<file path="config.mk">
export PLATFORM = sky130hd
export DESIGN_NAME = ysyx_23060184_bus_arbiter
export DESIGN_NICKNAME = d
export VERILOG_FILES = /design/src/rtl/ysyx_23060184_bus_arbiter_pkg.sv /design/src/rtl/ysyx_23060184_addr_decode.sv /design/src/rtl/ysyx_23060184_bus_arbiter.sv
export SDC_FILE = /design/constraint.sdc
export NUM_CORES = 1
export LEC_CHECK = 0
export BUFFER_PORTS_ARGS = -buffer_cell sky130_fd_sc_hd__buf_4
export CAP_MARGIN = 10
export CORE_AREA = 2 2 197 199
export CTS_CLUSTER_SIZE = 20
export DETAILED_ROUTE_END_ITERATION = 6
export DIE_AREA = 0 0 199 201
export GPL_TIMING_DRIVEN = 0
export SKIP_LAST_GASP = 1
export SYNTH_ARGS = -nofsm -noshare
export SYNTH_HDL_FRONTEND = slang
export SYNTH_HIERARCHICAL = 1
export SYNTH_SLANG_ARGS = --single-unit
</file>
<file path="constraint.sdc">
create_clock -name clk -period 6.42 [get_ports clk]
set_clock_uncertainty 0.1 [all_clocks]
set_input_delay 1.605 -clock clk [delete_from_list [all_inputs] [get_ports clk]]
set_output_delay 1.605 -clock clk [all_outputs]
set_load 0.05 [all_outputs]
</file>
<file path="src/rtl/ysyx_23060184_bus_arbiter_pkg.sv">
// Shared definitions for the IFU/LSU bus arbiter: FSM states, AXI response codes,
// SRAM window bounds and grant bit positions.
package ysyx_23060184_bus_arbiter_pkg;

  typedef enum logic [2:0] {
    StIdle,
    StRdAddr,
    StRdData,
    StWrAddr,
    StWrResp,
    StErrResp
  } state_e;

  localparam logic [1:0] RespOkay   = 2'b00;
  localparam logic [1:0] RespDecerr = 2'b11;

  localparam logic [31:0] SramBase  = 32'h8000_0000;
  localparam logic [31:0] SramLimit = 32'h8800_0000;

  localparam int unsigned GntIfu = 0;
  localparam int unsigned GntLsu = 1;

endpackage

</file>
<file path="src/rtl/ysyx_23060184_addr_decode.sv">
// Combinational address decoder: classifies an address as SRAM, UART or unmapped.
module ysyx_23060184_addr_decode
  import ysyx_23060184_bus_arbiter_pkg::*;
#(
  parameter int unsigned           DATA_WIDTH = 32,
  parameter logic [DATA_WIDTH-1:0] UART_BASE  = 32'ha000_03f8,
  parameter logic [DATA_WIDTH-1:0] UART_SIZE  = 32'h8
) (
  input  logic [DATA_WIDTH-1:0] addr_i,
  output logic                  sram_o,
  output logic                  uart_o,
  output logic                  err_o
);

  logic [DATA_WIDTH-1:0] uart_off;

  // Offset compare avoids overflow of UART_BASE + UART_SIZE at the top of the map.
  assign uart_off = addr_i - UART_BASE;
  assign uart_o   = (addr_i >= UART_BASE) && (uart_off < UART_SIZE);
  assign sram_o   = (addr_i >= DATA_WIDTH'(SramBase)) && (addr_i < DATA_WIDTH'(SramLimit));
  assign err_o    = !sram_o && !uart_o;

endmodule

</file>
<file path="src/rtl/ysyx_23060184_bus_arbiter.sv">
// Round-robin AXI4-lite arbiter between IFU (read only) and LSU, routing each
// transaction to SRAM or UART, with DECERR for unmapped addresses.
module ysyx_23060184_bus_arbiter
  import ysyx_23060184_bus_arbiter_pkg::*;
#(
  parameter int unsigned           DATA_WIDTH = 32,
  parameter logic [DATA_WIDTH-1:0] UART_BASE  = 32'ha000_03f8,
  parameter logic [DATA_WIDTH-1:0] UART_SIZE  = 32'h8
) (
  input  logic                    clk,
  input  logic                    reset,
  // IFU
  input  logic [DATA_WIDTH-1:0]   i_araddr,
  input  logic                    i_arvalid,
  output logic                    i_arready,
  output logic [DATA_WIDTH-1:0]   i_rdata,
  output logic [1:0]              i_rresp,
  output logic                    i_rvalid,
  input  logic                    i_rready,
  // LSU
  input  logic [DATA_WIDTH-1:0]   d_araddr,
  input  logic                    d_arvalid,
  output logic                    d_arready,
  output logic [DATA_WIDTH-1:0]   d_rdata,
  output logic [1:0]              d_rresp,
  output logic                    d_rvalid,
  input  logic                    d_rready,
  input  logic [DATA_WIDTH-1:0]   d_awaddr,
  input  logic                    d_awvalid,
  output logic                    d_awready,
  input  logic [DATA_WIDTH-1:0]   d_wdata,
  input  logic [DATA_WIDTH/8-1:0] d_wstrb,
  input  logic                    d_wvalid,
  output logic                    d_wready,
  output logic [1:0]              d_bresp,
  output logic                    d_bvalid,
  input  logic                    d_bready,
  // SRAM
  output logic [DATA_WIDTH-1:0]   s_araddr,
  output logic                    s_arvalid,
  input  logic                    s_arready,
  input  logic [DATA_WIDTH-1:0]   s_rdata,
  input  logic [1:0]              s_rresp,
  input  logic                    s_rvalid,
  output logic                    s_rready,
  output logic [DATA_WIDTH-1:0]   s_awaddr,
  output logic                    s_awvalid,
  input  logic                    s_awready,
  output logic [DATA_WIDTH-1:0]   s_wdata,
  output logic [DATA_WIDTH/8-1:0] s_wstrb,
  output logic                    s_wvalid,
  input  logic                    s_wready,
  input  logic [1:0]              s_bresp,
  input  logic                    s_bvalid,
  output logic                    s_bready,
  // UART
  output logic [DATA_WIDTH-1:0]   u_araddr,
  output logic                    u_arvalid,
  input  logic                    u_arready,
  input  logic [DATA_WIDTH-1:0]   u_rdata,
  input  logic [1:0]              u_rresp,
  input  logic                    u_rvalid,
  output logic                    u_rready,
  output logic [DATA_WIDTH-1:0]   u_awaddr,
  output logic                    u_awvalid,
  input  logic                    u_awready,
  output logic [DATA_WIDTH-1:0]   u_wdata,
  output logic [DATA_WIDTH/8-1:0] u_wstrb,
  output logic                    u_wvalid,
  input  logic                    u_wready,
  input  logic [1:0]              u_bresp,
  input  logic                    u_bvalid,
  output logic                    u_bready,
  output logic [1:0]              grant
);

  state_e     state_q;
  logic [1:0] grant_q;
  logic       last_lsu_q, sel_uart_q, wr_q, aw_done_q, w_done_q, err_ph_q;

  logic                  req_ifu, req_lsu_wr, req_lsu, win_lsu, owner_lsu;
  logic [DATA_WIDTH-1:0] rd_addr;
  logic                  own_arvalid, own_rready;
  logic                  rd_sram, rd_uart, rd_err, rd_bad;
  logic                  wr_sram, wr_uart, wr_err;
  logic                  slv_arready, slv_rvalid, slv_awready, slv_wready, slv_bvalid;
  logic [DATA_WIDTH-1:0] slv_rdata;
  logic [1:0]            slv_rresp, slv_bresp;
  logic                  aw_fire, w_fire, aw_vld, w_vld;
  logic                  own_arready, own_rvalid;
  logic [DATA_WIDTH-1:0] own_rdata;
  logic [1:0]            own_rresp;

  // An LSU write needs both address and data valid; it outranks an LSU read.
  assign req_ifu    = i_arvalid;
  assign req_lsu_wr = d_awvalid && d_wvalid;
  assign req_lsu    = req_lsu_wr || d_arvalid;
  assign win_lsu    = req_lsu && (!req_ifu || !last_lsu_q);
  assign owner_lsu  = (state_q == StIdle) ? win_lsu : grant_q[GntLsu];

  assign rd_addr     = owner_lsu ? d_araddr  : i_araddr;
  assign own_arvalid = owner_lsu ? d_arvalid : i_arvalid;
  assign own_rready  = owner_lsu ? d_rready  : i_rready;
  assign rd_bad      = rd_err || (rd_uart && !owner_lsu);

  ysyx_23060184_addr_decode #(
    .DATA_WIDTH(DATA_WIDTH),
    .UART_BASE (UART_BASE),
    .UART_SIZE (UART_SIZE)
  ) u_rd_decode (
    .addr_i(rd_addr),
    .sram_o(rd_sram),
    .uart_o(rd_uart),
    .err_o (rd_err)
  );

  ysyx_23060184_addr_decode #(
    .DATA_WIDTH(DATA_WIDTH),
    .UART_BASE (UART_BASE),
    .UART_SIZE (UART_SIZE)
  ) u_wr_decode (
    .addr_i(d_awaddr),
    .sram_o(wr_sram),
    .uart_o(wr_uart),
    .err_o (wr_err)
  );

  assign slv_arready = sel_uart_q ? u_arready : s_arready;
  assign slv_rvalid  = sel_uart_q ? u_rvalid  : s_rvalid;
  assign slv_rdata   = sel_uart_q ? u_rdata   : s_rdata;
  assign slv_rresp   = sel_uart_q ? u_rresp   : s_rresp;
  assign slv_awready = sel_uart_q ? u_awready : s_awready;
  assign slv_wready  = sel_uart_q ? u_wready  : s_wready;
  assign slv_bvalid  = sel_uart_q ? u_bvalid  : s_bvalid;
  assign slv_bresp   = sel_uart_q ? u_bresp   : s_bresp;

  assign aw_vld  = !aw_done_q && d_awvalid;
  assign w_vld   = !w_done_q && d_wvalid;
  assign aw_fire = aw_vld && slv_awready;
  assign w_fire  = w_vld && slv_wready;

  always_ff @(posedge clk) begin
    if (reset) begin
      state_q    <= StIdle;
      grant_q    <= '0;
      last_lsu_q <= 1'b0;
      sel_uart_q <= 1'b0;
      wr_q       <= 1'b0;
      aw_done_q  <= 1'b0;
      w_done_q   <= 1'b0;
      err_ph_q   <= 1'b0;
    end else begin
      unique case (state_q)
        StIdle: begin
          if (req_ifu || req_lsu) begin
            grant_q    <= win_lsu ? 2'b10 : 2'b01;
            last_lsu_q <= win_lsu;
            aw_done_q  <= 1'b0;
            w_done_q   <= 1'b0;
            err_ph_q   <= 1'b0;
            if (win_lsu && req_lsu_wr) begin
              wr_q       <= 1'b1;
              sel_uart_q <= wr_uart && !wr_sram;
              state_q    <= wr_err ? StErrResp : StWrAddr;
            end else begin
              wr_q       <= 1'b0;
              sel_uart_q <= rd_uart && !rd_sram;
              state_q    <= rd_bad ? StErrResp : StRdAddr;
            end
          end
        end
        StRdAddr: begin
          if (own_arvalid && slv_arready) begin
            state_q <= StRdData;
          end else if (!own_arvalid) begin
            // Master withdrew its request; give the bus back rather than hang.
            state_q <= StIdle;
            grant_q <= '0;
          end
        end
        StRdData: begin
          if (slv_rvalid && own_rready) begin
            state_q <= StIdle;
            grant_q <= '0;
          end
        end
        StWrAddr: begin
          if ((aw_done_q || aw_fire) && (w_done_q || w_fire)) begin
            state_q <= StWrResp;
          end else if ((!aw_done_q && !d_awvalid) || (!w_done_q && !d_wvalid)) begin
            state_q <= StIdle;
            grant_q <= '0;
          end else begin
            aw_done_q <= aw_done_q || aw_fire;
            w_done_q  <= w_done_q || w_fire;
          end
        end
        StWrResp: begin
          if (slv_bvalid && d_bready) begin
            state_q <= StIdle;
            grant_q <= '0;
          end
        end
        StErrResp: begin
          if (!err_ph_q) begin
            err_ph_q <= 1'b1;
          end else if (wr_q ? d_bready : own_rready) begin
            state_q <= StIdle;
            grant_q <= '0;
          end
        end
        default: begin
          state_q <= StIdle;
          grant_q <= '0;
        end
      endcase
    end
  end

  always_comb begin
    s_araddr = '0; s_arvalid = 1'b0; s_rready = 1'b0;
    s_awaddr = '0; s_awvalid = 1'b0; s_wdata = '0; s_wstrb = '0; s_wvalid = 1'b0;
    s_bready = 1'b0;
    u_araddr = '0; u_arvalid = 1'b0; u_rready = 1'b0;
    u_awaddr = '0; u_awvalid = 1'b0; u_wdata = '0; u_wstrb = '0; u_wvalid = 1'b0;
    u_bready = 1'b0;
    own_arready = 1'b0; own_rvalid = 1'b0; own_rdata = '0; own_rresp = RespOkay;
    d_awready = 1'b0; d_wready = 1'b0; d_bvalid = 1'b0; d_bresp = RespOkay;
    unique case (state_q)
      StRdAddr: begin
        own_arready = slv_arready;
        if (sel_uart_q) begin
          u_arvalid = own_arvalid;
          u_araddr  = rd_addr;
        end else begin
          s_arvalid = own_arvalid;
          s_araddr  = rd_addr;
        end
      end
      StRdData: begin
        own_rvalid = slv_rvalid;
        own_rdata  = slv_rdata;
        own_rresp  = slv_rresp;
        if (sel_uart_q) u_rready = own_rready;
        else            s_rready = own_rready;
      end
      StWrAddr: begin
        d_awready = !aw_done_q && slv_awready;
        d_wready  = !w_done_q && slv_wready;
        if (sel_uart_q) begin
          u_awvalid = aw_vld; u_awaddr = d_awaddr;
          u_wvalid  = w_vld;  u_wdata  = d_wdata;  u_wstrb = d_wstrb;
        end else begin
          s_awvalid = aw_vld; s_awaddr = d_awaddr;
          s_wvalid  = w_vld;  s_wdata  = d_wdata;  s_wstrb = d_wstrb;
        end
      end
      StWrResp: begin
        d_bvalid = slv_bvalid;
        d_bresp  = slv_bresp;
        if (sel_uart_q) u_bready = d_bready;
        else            s_bready = d_bready;
      end
      StErrResp: begin
        if (!err_ph_q) begin
          if (wr_q) begin
            d_awready = 1'b1;
            d_wready  = 1'b1;
          end else begin
            own_arready = 1'b1;
          end
        end else if (wr_q) begin
          d_bvalid = 1'b1;
          d_bresp  = RespDecerr;
        end else begin
          own_rvalid = 1'b1;
          own_rresp  = RespDecerr;
        end
      end
      default: ;
    endcase
  end

  assign i_arready = !owner_lsu && own_arready;
  assign d_arready = owner_lsu && own_arready;
  assign i_rvalid  = !owner_lsu && own_rvalid;
  assign d_rvalid  = owner_lsu && own_rvalid;
  assign i_rdata   = owner_lsu ? '0 : own_rdata;
  assign d_rdata   = owner_lsu ? own_rdata : '0;
  assign i_rresp   = owner_lsu ? RespOkay : own_rresp;
  assign d_rresp   = owner_lsu ? own_rresp : RespOkay;
  assign grant     = grant_q;

endmodule

</file>
==> results by group <==
Die
  • Core region area: 38100 um2
  • FP Rows: 72
  • Die X: 199 um
  • I/O pin count: 512
  • Die area: 40000 um2
  • Die Y-Extent: 201 um
  • Starting Density: 11.8%

Critical path
  • Max stage delay on crit path: 0.50 ns
  • Worst path required time: 6.49 ns
  • Critical path arrival: 6.10 ns
  • Max stage delay cell, worst path: or4_4
  • Setup CP Type: primary input to flip-flop
  • Worst-path cell chain: buf_4, a21oi_2, o31a_1, buf_2, buf_2, mux2i_1, inv_1, or4_4, or4_1, buf_2, nor4b_1, o21a_1, nor2_1, nor4_4, o21ai_0, a311oi_1, o21ai_0, mux2i_1
  • Crit path launch type: primary input
  • CP top delay family: simple AND/OR/NAND/NOR gates
  • Setup crit end kind: flip-flop
  • Number of buffers and inverters on the critical path: 5
  • Crit Path Max Fanout: 10
  • CP dominant cell by count: buf_2

Synthesis
  • Netlist Area Pre-Place: 4490 um2
  • Syn Nets: 961
  • Cells after synthesis: 734
  • YS warnings: 6
  • Syn Area/Cell: 6.12 um2

Timing
  • Worst hold slack: 0.350 ns
  • Rel. slew slack: 21.4%
  • Peak Freq: 166 MHz
  • Min cycle time layout: 6.03 ns
  • Max Slew Vio Count: 0
  • # setup viols final: 0
  • Unrepaired setup endpoints after global routing: no
  • Tcrit/Tclk final: 93.9%
  • Tightest Pin Transition: 1.18 ns
  • Final Hold Viols: 0

GRT
  • Grt ovf: 0
  • Vias in the first global route: 7412
  • Initial antenna violation count: 5
  • Largest net degree at the start of global routing: 11
  • Global-route wire length before repair: 42900 um
  • GRT Overall Usage: 14.0%

Status
  • Status: complete, no violations

Cells and area
  • Filler cell count: 4281
  • Finished Cell Area: 9080 um2
  • Layout cells sized above 1: 46.6%
  • Footprint of the multi-input gates: 3870 um2
  • Area growth, synth to finish: 102%
  • Seq. cell area: 220 um2
  • Commonest cells after routing, fill and taps aside: buf_4, nor2_1, and3_1
  • Leading cell type in the layout, fill and taps excluded: buf_4
  • NumNets Final: 1476

Placed design
  • Post-detail-place hpwl: 26400 um
  • Port bufs: 510
  • Routability cong.: 0.922
  • Post-DP Area: 8970 um2

CTS
  • CTS tree: yes
  • Clock transition at the registers of the reported paths: 0.04 ns
  • Cell at the root of the clock tree: clkbuf_16
  • Hold-fix buffers, CTS: 0
  • Num CTS Buffers: 3
  • Clock Latency Late Sink: 0.24 ns
  • Clock Path Buffers: 2
  • Sink Count: 11
  • H-tree depth: 1

Route
  • # DRC: 0
  • Total Wirelength: 30500 um
  • Antenna-violating nets left: 0
  • Via density: 4.26
  • Total number of vias: 7536
  • Initial DRC Count: 335
  • Wire per inst: 17.2 um
  • Drt first pass iters: 5

Worst hold path
  • Min-delay worst type: flip-flop to flip-flop

Flow run
  • Max-Cap Viols: 0

Power and ir drop
  • Worst VDD drop: 0.206 mV
  • Total leakage power: 0.00501 uW
  • Pwr Density: 218 nW/um2
final cells by class:
class                           count  share of cell area, %
Inverter                           43                   1.78
Sequential cell                    11                   2.42
Tap cell                          518                   7.13
Antenna cell                        5                  0.138
Timing Repair Buffer              510                   42.1
Multi-Input combinational cell    614                   42.6
Clock buffer                        3                  0.826
Buffer                             66                   2.88
Clock inverter                      1                 0.0551
through the flow:
step                setup WS (ns)  setup TNS (ns)  total power [uW]  utilization, %  cells
finish                      0.390               0              1980            23.8   1771
global route               0.0826               0              2120            23.8   1769
CTS                        0.0895               0              1990            23.8   1766
detailed placement         -0.430          -0.520              1870            23.5   1762
global placement           -0.361          -0.385              1860            23.5   1762
floorplan                    1.02               0              1260               -    734
sequential cells by signal (all words and copies together), names as in the netlist:
signal and flops:
state_q 3, grant 2, aw_done_q 1, err_ph_q 1
last_lsu_q 1, sel_uart_q 1, w_done_q 1, wr_q 1
tightest hold or removal path: stages (launching register included):
cell     delay [ns]
dfxtp_1        0.30
nand2_1        0.05
a21oi_1        0.05
worst paths after layout:
check                     startpoint                       to  slack, ns  cells after the start
min          last_lsu_q$_SDFFE_PP0P_  last_lsu_q$_SDFFE_PP0P_       0.35                      2
min reg2reg  last_lsu_q$_SDFFE_PP0P_  last_lsu_q$_SDFFE_PP0P_       0.35                      2
max                         d_wvalid  state_q[2]$_SDFFE_PP0P_       0.39                     18
max reg2reg  state_q[2]$_SDFFE_PP0P_  state_q[2]$_SDFFE_PP0P_       1.38                     17
power breakdown:
part	internal, uW	switching [uW]	total (uW)	leakage [uW]
combinational	561	1200	1760	0.00488
clock	82.4	30.7	113	0.0000409
sequential	88.8	21.3	110	0.0000904
repair_timing:
| item | in CTS | in global routing |
|---|---|---|
| buffers inserted | 0 | 0 |
| endpoints found under the setup margin | 1 | 1 |
| endpoints found under the hold margin | 0 | 0 |
| gates resized for setup | 1 | 3 |
layer usage:
layer | GRT usage [%] | share of wire [%]
met4 | 5.49 | 3.7
met3 | 2.22 | 6.7
met1 | 16.0 | 40
met2 | 25.7 | 50
met5 | 0 | 0
(Power assumes the default switching activity.)
